<file path="config.mk">
export PLATFORM = sky130hd
export DESIGN_NAME = button_debouncer
export DESIGN_NICKNAME = d
export VERILOG_FILES = /design/src/rtl/debounce_pkg.sv /design/src/rtl/sync_2ff.sv /design/src/rtl/button_debouncer.sv
export SDC_FILE = /design/constraint.sdc
export NUM_CORES = 1
export LEC_CHECK = 0
export ABC_AREA = 1
export CAP_MARGIN = 20
export CORE_MARGIN = 3
export CORE_UTILIZATION = 50
export CTS_BUF_LIST = sky130_fd_sc_hd__clkbuf_8
export CTS_CLUSTER_SIZE = 10
export DETAILED_ROUTE_END_ITERATION = 12
export DONT_BUFFER_PORTS = 1
export PLACE_DENSITY = 0.65
export RECOVER_POWER = 50
export SLEW_MARGIN = 10
export SYNTH_ARGS = -nofsm -noshare
export SYNTH_HDL_FRONTEND = slang
export SYNTH_SLANG_ARGS = --single-unit
</file>
<file path="constraint.sdc">
create_clock -name Clk -period 1.3 [get_ports Clk]
set_clock_uncertainty 0.1 [all_clocks]
set_input_delay 0.13 -clock Clk [delete_from_list [all_inputs] [get_ports Clk]]
set_output_delay 0.13 -clock Clk [all_outputs]
set_load 0.05 [all_outputs]
</file>
<file path="src/rtl/debounce_pkg.sv">
// Shared types and defaults for the push-button debouncer.
package debounce_pkg;

  typedef enum logic [1:0] {
    STABLE_LO = 2'd0,
    PEND_HI   = 2'd1,
    STABLE_HI = 2'd2,
    PEND_LO   = 2'd3
  } db_state_t;

  localparam int DB_STABLE_CYCLES_DEF = 4;

endpackage

</file>
<file path="src/rtl/sync_2ff.sv">
// Generic 1-bit two-flop synchronizer for asynchronous inputs.
module sync_2ff (
  input  logic Clk,
  input  logic Rst,
  input  logic i_d,
  output logic o_q
);

  logic r_meta;
  logic r_sync;

  // NOTE: sequential state always uses non-blocking assignments so flops update together.
  always_ff @(posedge Clk or posedge Rst) begin
    if (Rst) begin
      r_meta <= 1'b0;
      r_sync <= 1'b0;
    end else begin
      r_meta <= i_d;
      r_sync <= r_meta;
    end
  end

  assign o_q = r_sync;

endmodule

</file>
<file path="src/rtl/button_debouncer.sv">
// Debounces Btn into a clean level D with one-cycle En/Rise/Fall strobes.
// Define BUTTON_DEBOUNCER_SYNC2_EN to use a two-flop input synchronizer.
module button_debouncer
  import debounce_pkg::*;
#(
  parameter int STABLE_CYCLES = DB_STABLE_CYCLES_DEF,
  parameter int CNT_W         = 8
) (
  input  logic Clk,
  input  logic Rst,
  input  logic Btn,
  output logic D,
  output logic En,
  output logic Rise,
  output logic Fall,
  output logic Busy
);

  localparam logic [CNT_W-1:0] CNT_LAST = CNT_W'(STABLE_CYCLES - 1);

  logic             w_s;
  db_state_t        r_state;
  db_state_t        w_state_nxt;
  logic [CNT_W-1:0] r_cnt;
  logic [CNT_W-1:0] w_cnt_nxt;
  logic             w_accept;
  logic             r_d, r_en, r_rise, r_fall, r_busy;

`ifdef BUTTON_DEBOUNCER_SYNC2_EN
  sync_2ff u_sync (
    .Clk (Clk),
    .Rst (Rst),
    .i_d (Btn),
    .o_q (w_s)
  );
`else
  logic r_s;

  always_ff @(posedge Clk or posedge Rst) begin
    if (Rst) r_s <= 1'b0;
    else     r_s <= Btn;
  end

  assign w_s = r_s;
`endif

  always_ff @(posedge Clk or posedge Rst) begin
    if (Rst) begin
      r_state <= STABLE_LO;
      r_cnt   <= '0;
    end else begin
      r_state <= w_state_nxt;
      r_cnt   <= w_cnt_nxt;
    end
  end

  // A sample equal to D in a PEND state drops back and restarts the count.
  always_comb begin
    // NOTE: defaults first so every path assigns every signal and no latch is inferred.
    w_state_nxt = r_state;
    w_cnt_nxt   = '0;
    w_accept    = 1'b0;
    case (r_state)
      STABLE_LO: begin
        if (w_s) begin
          w_state_nxt = PEND_HI;
          w_cnt_nxt   = CNT_W'(1);
        end
      end
      PEND_HI: begin
        if (!w_s) begin
          w_state_nxt = STABLE_LO;
        end else if (r_cnt == CNT_LAST) begin
          w_state_nxt = STABLE_HI;
          w_accept    = 1'b1;
        end else begin
          w_cnt_nxt = r_cnt + CNT_W'(1);
        end
      end
      STABLE_HI: begin
        if (!w_s) begin
          w_state_nxt = PEND_LO;
          w_cnt_nxt   = CNT_W'(1);
        end
      end
      PEND_LO: begin
        if (w_s) begin
          w_state_nxt = STABLE_HI;
        end else if (r_cnt == CNT_LAST) begin
          w_state_nxt = STABLE_LO;
          w_accept    = 1'b1;
        end else begin
          w_cnt_nxt = r_cnt + CNT_W'(1);
        end
      end
      default: w_state_nxt = STABLE_LO;
    endcase
  end

  // Outputs are registered from the next state so they line up with r_state.
  always_ff @(posedge Clk or posedge Rst) begin
    if (Rst) begin
      r_d    <= 1'b0;
      r_en   <= 1'b0;
      r_rise <= 1'b0;
      r_fall <= 1'b0;
      r_busy <= 1'b0;
    end else begin
      r_d    <= (w_state_nxt == STABLE_HI) || (w_state_nxt == PEND_LO);
      r_en   <= w_accept;
      r_rise <= w_accept && (w_state_nxt == STABLE_HI);
      r_fall <= w_accept && (w_state_nxt == STABLE_LO);
      r_busy <= (w_state_nxt == PEND_HI) || (w_state_nxt == PEND_LO);
    end
  end

  assign D    = r_d;
  assign En   = r_en;
  assign Rise = r_rise;
  assign Fall = r_fall;
  assign Busy = r_busy;

endmodule

</file>
==> reports/qor.csv <==
metric;value;unit
status;finished, final reports clean;
Internal Power;0.906;mW
Final Hold Fails;0;
area grow syn2layout;21.0;%
Fmax;790;MHz
Comb power frac;27.9;%
Ys Warns;0;
CTS HTree Levels;1;
cell count after synthesis;85;
clk buf depth;2;
final setup vio count;0;
Final Max Tran Viols;0;
Yosys cell types;17;
synthesized net count;89;
top cells by area, synth;dfrtp_1 (52%), nand2_1 (8.3%), nor2_1 (7.3%), nand3_1 (6.2%), inv_1 (6.2%);
cell taking the most area after synthesis;dfrtp_1;
die area;1940;sq um
CTS tree;built;
NumNets Final;101;
clock root buffer;clkbuf_8;
Synth top area share;52.0;%
largest net degree at the start of global routing;16;
clk_lat worst skew;0.25;ns
DR iter-0 viols;15;
Worst path max stage delay;0.41;ns
gr usage total;16.2;%
Post-synth EDFFs;0;
WL/cell;12.6;microns
relative slew slack;64.9;%
pwr dens;1650;nW/um^2
first-pass GRT wire length;2240;microns
row count;13;
sequential share of the synthesized area;52.0;%
adder-cell share of the synthesized area;1.73;%
initial antenna violation count;0;
core area;1330;sq um
setup total negative slack;0;ns
Netlist Area Pre-Place;722;sq um
vias;577;
DRC violations left;0;
starting density of the core;54.1;%
Flop pwr share;46.3;%
vias in the first global route;481;
DP Wirelength;964;microns
Top Ports;8;
prevailing post-synth register cell;dfrtp_1;
WP data required;1.37;ns
worst-path fanout max;5;
Die Span Y;44;microns
Clk pwr share;25.8;%
critical path's slowest cell;dfrtp_1;
Antenna diodes;0;
routed wire length;1400;microns
min Tclk post-route;1.27;ns
Simple-Gate Fraction of Synth Area;31.7;%
most common library cells after synthesis;nand2_1 (16), dfrtp_1 (15), nor2_1 (14), inv_1 (12), nand3_1 (9);
Mean Syn Cell Area;8.49;sq um
Placer Congestion;0.915;
Sw Share;37.2;%
largest family of logic cells by synthesized area;simple AND/OR/NAND/NOR gates;
mux share of post-synthesis cell area;0;%
RSZ-0062 raised after global routing;yes;
critical setup path kind;reg2reg;
GR Overflow Total;0;
Vias/cell;5.20;
CTS Buf Count;3;
I/O Buffers;0;
VDD IR max;0.000858;V
Leakage;0.428;nW
critical path endpoint category;flop;
Hold Slack;0.260;ns
final worst-path cycle share;97.4;%
most used cell, CP;nand2_1;
crit-path cells;ha_4, nand2_1, nor2_1, nand3_1, nand2_1, nand2_1, nor2_1;
fillers;98;
FFs w/ async S/R, synth;100;%
Slew @ Worst Pin;0.526;ns
Die W;44;microns
Max-Cap Viols;0;
Post-DRT Antenna Nets;0;
Worst Setup Start Kind;flop;
XOR/XNOR Fraction of Synth Area;2.43;%
drt first pass iters;4;
Min-Delay Path Class;in2async;
synthesized flop and latch total;15;
clock sink count;15;
Clock transition at path regs;0.06;ns
layout cells sized above 1;25.0;%
top-count cell post-synth;nand2_1;
post-synthesis compound-gate area fraction;5.37;%
NetSw;0.535;mW
worst path arrival time;1.34;ns
layout make-up:
class                   instances  area (sq um)  area share (%)
flip-flops and latches         15           377            43.1
multi-input cells              57           325            37.2
repair buffers                  7          57.6            6.59
inverters                      13          48.8            5.59
clock buffers                   3          41.3            4.73
well taps                      15          18.8            2.15
clock inverters                 1          5.00           0.573
critical path, delay by kind of cell (launching register included):
kind          cells  cell delay, ns
simple gates      6            0.49
flops             1            0.41
fa+ha+maj         1            0.19
stage by stage:
step	std cells	worst slack, ns	power, mW	cell area [sq um]	utilization (%)
after floorplan	85	0.0218	0.907	723	-
after global placement	104	0.00385	1.01	772	57.9
after detailed placement	104	-0.0116	1.02	772	57.9
after CTS	110	0.0218	1.41	841	63.0
after global routing	111	-0.0217	1.51	873	65.5
final	111	0.0341	1.44	873	65.5
registers in the layout (all words and copies together) (netlist names):
signal	cells
Busy	1
Fall	1
r_state	1
r_cnt	8
D	1
En	1
r_s	1
Rise	1
path summary, 6_finish.rpt:
kind,slack [ns],from,depth (start not counted),endpoint
worst max-delay path,0.03,r_cnt[1]$_DFF_PP0_,7,r_cnt[6]$_DFF_PP0_
max in group asynchronous,0.46,Rst,2,D$_DFF_PP0_
min in group Clk,0.34,Btn,1,r_s$_DFF_PP0_
worst min-delay path,0.26,Rst,2,r_cnt[6]$_DFF_PP0_
worst max register to register,0.03,r_cnt[1]$_DFF_PP0_,7,r_cnt[6]$_DFF_PP0_
worst min register to register,0.46,r_s$_DFF_PP0_,2,D$_DFF_PP0_
what timing repair did:
item                                    in CTS  in global routing
hold buffers                                 2                  0
buffers inserted                             0                  1
gates resized for setup                      1                  5
endpoints found under the setup margin       2                 10
hold endpoints to repair                    16                  0
pin swaps                                    0                  2
layer usage:
metal	global-route usage, %	share of wire [%]	vias up
li1	-	-	284
met1	22.5	50	269
met2	23.0	43	18
met3	3.73	4.6	6
met4	9.04	2.6	0
met5	0	0	-
power groups by stage:
stage          clock network [mW]  registers [mW]  logic [mW]
6_report                    0.372           0.667       0.402
5_1_grt                     0.396           0.673       0.437
4_1_cts                     0.386           0.652       0.371
3_5_place_dp                    0           0.659       0.364
3_3_place_gp                    0           0.653       0.360
2_1_floorplan                   0           0.712       0.196
cell usage in the layout, fill, tap and decap left out:
cell type	instances
xor2_1	1
a21boi_4	1
dfrtp_1	14
buf_4	5
inv_1	12
dlygate4sd3_1	2
nor2_1	12
nand3_1	8
nand4_1	1
nand2_2	4
clkinv_2	1
ha_4	1
and3_1	1
inv_2	1
a21oi_1	4
nor2_2	3
clkbuf_8	3
xnor2_1	1
nand2_1	16
dfrtp_2	1
nand3_2	2
nor2_4	2
cells by family after synthesis:
| family | count (synthesis) |
|---|---|
| compound gates | 5 |
| xor+xnor | 2 |
| fa+ha+maj | 1 |
| buf+inv | 13 |
| flops | 15 |
| simple gates | 49 |
Power figures use the tool's default switching activity.
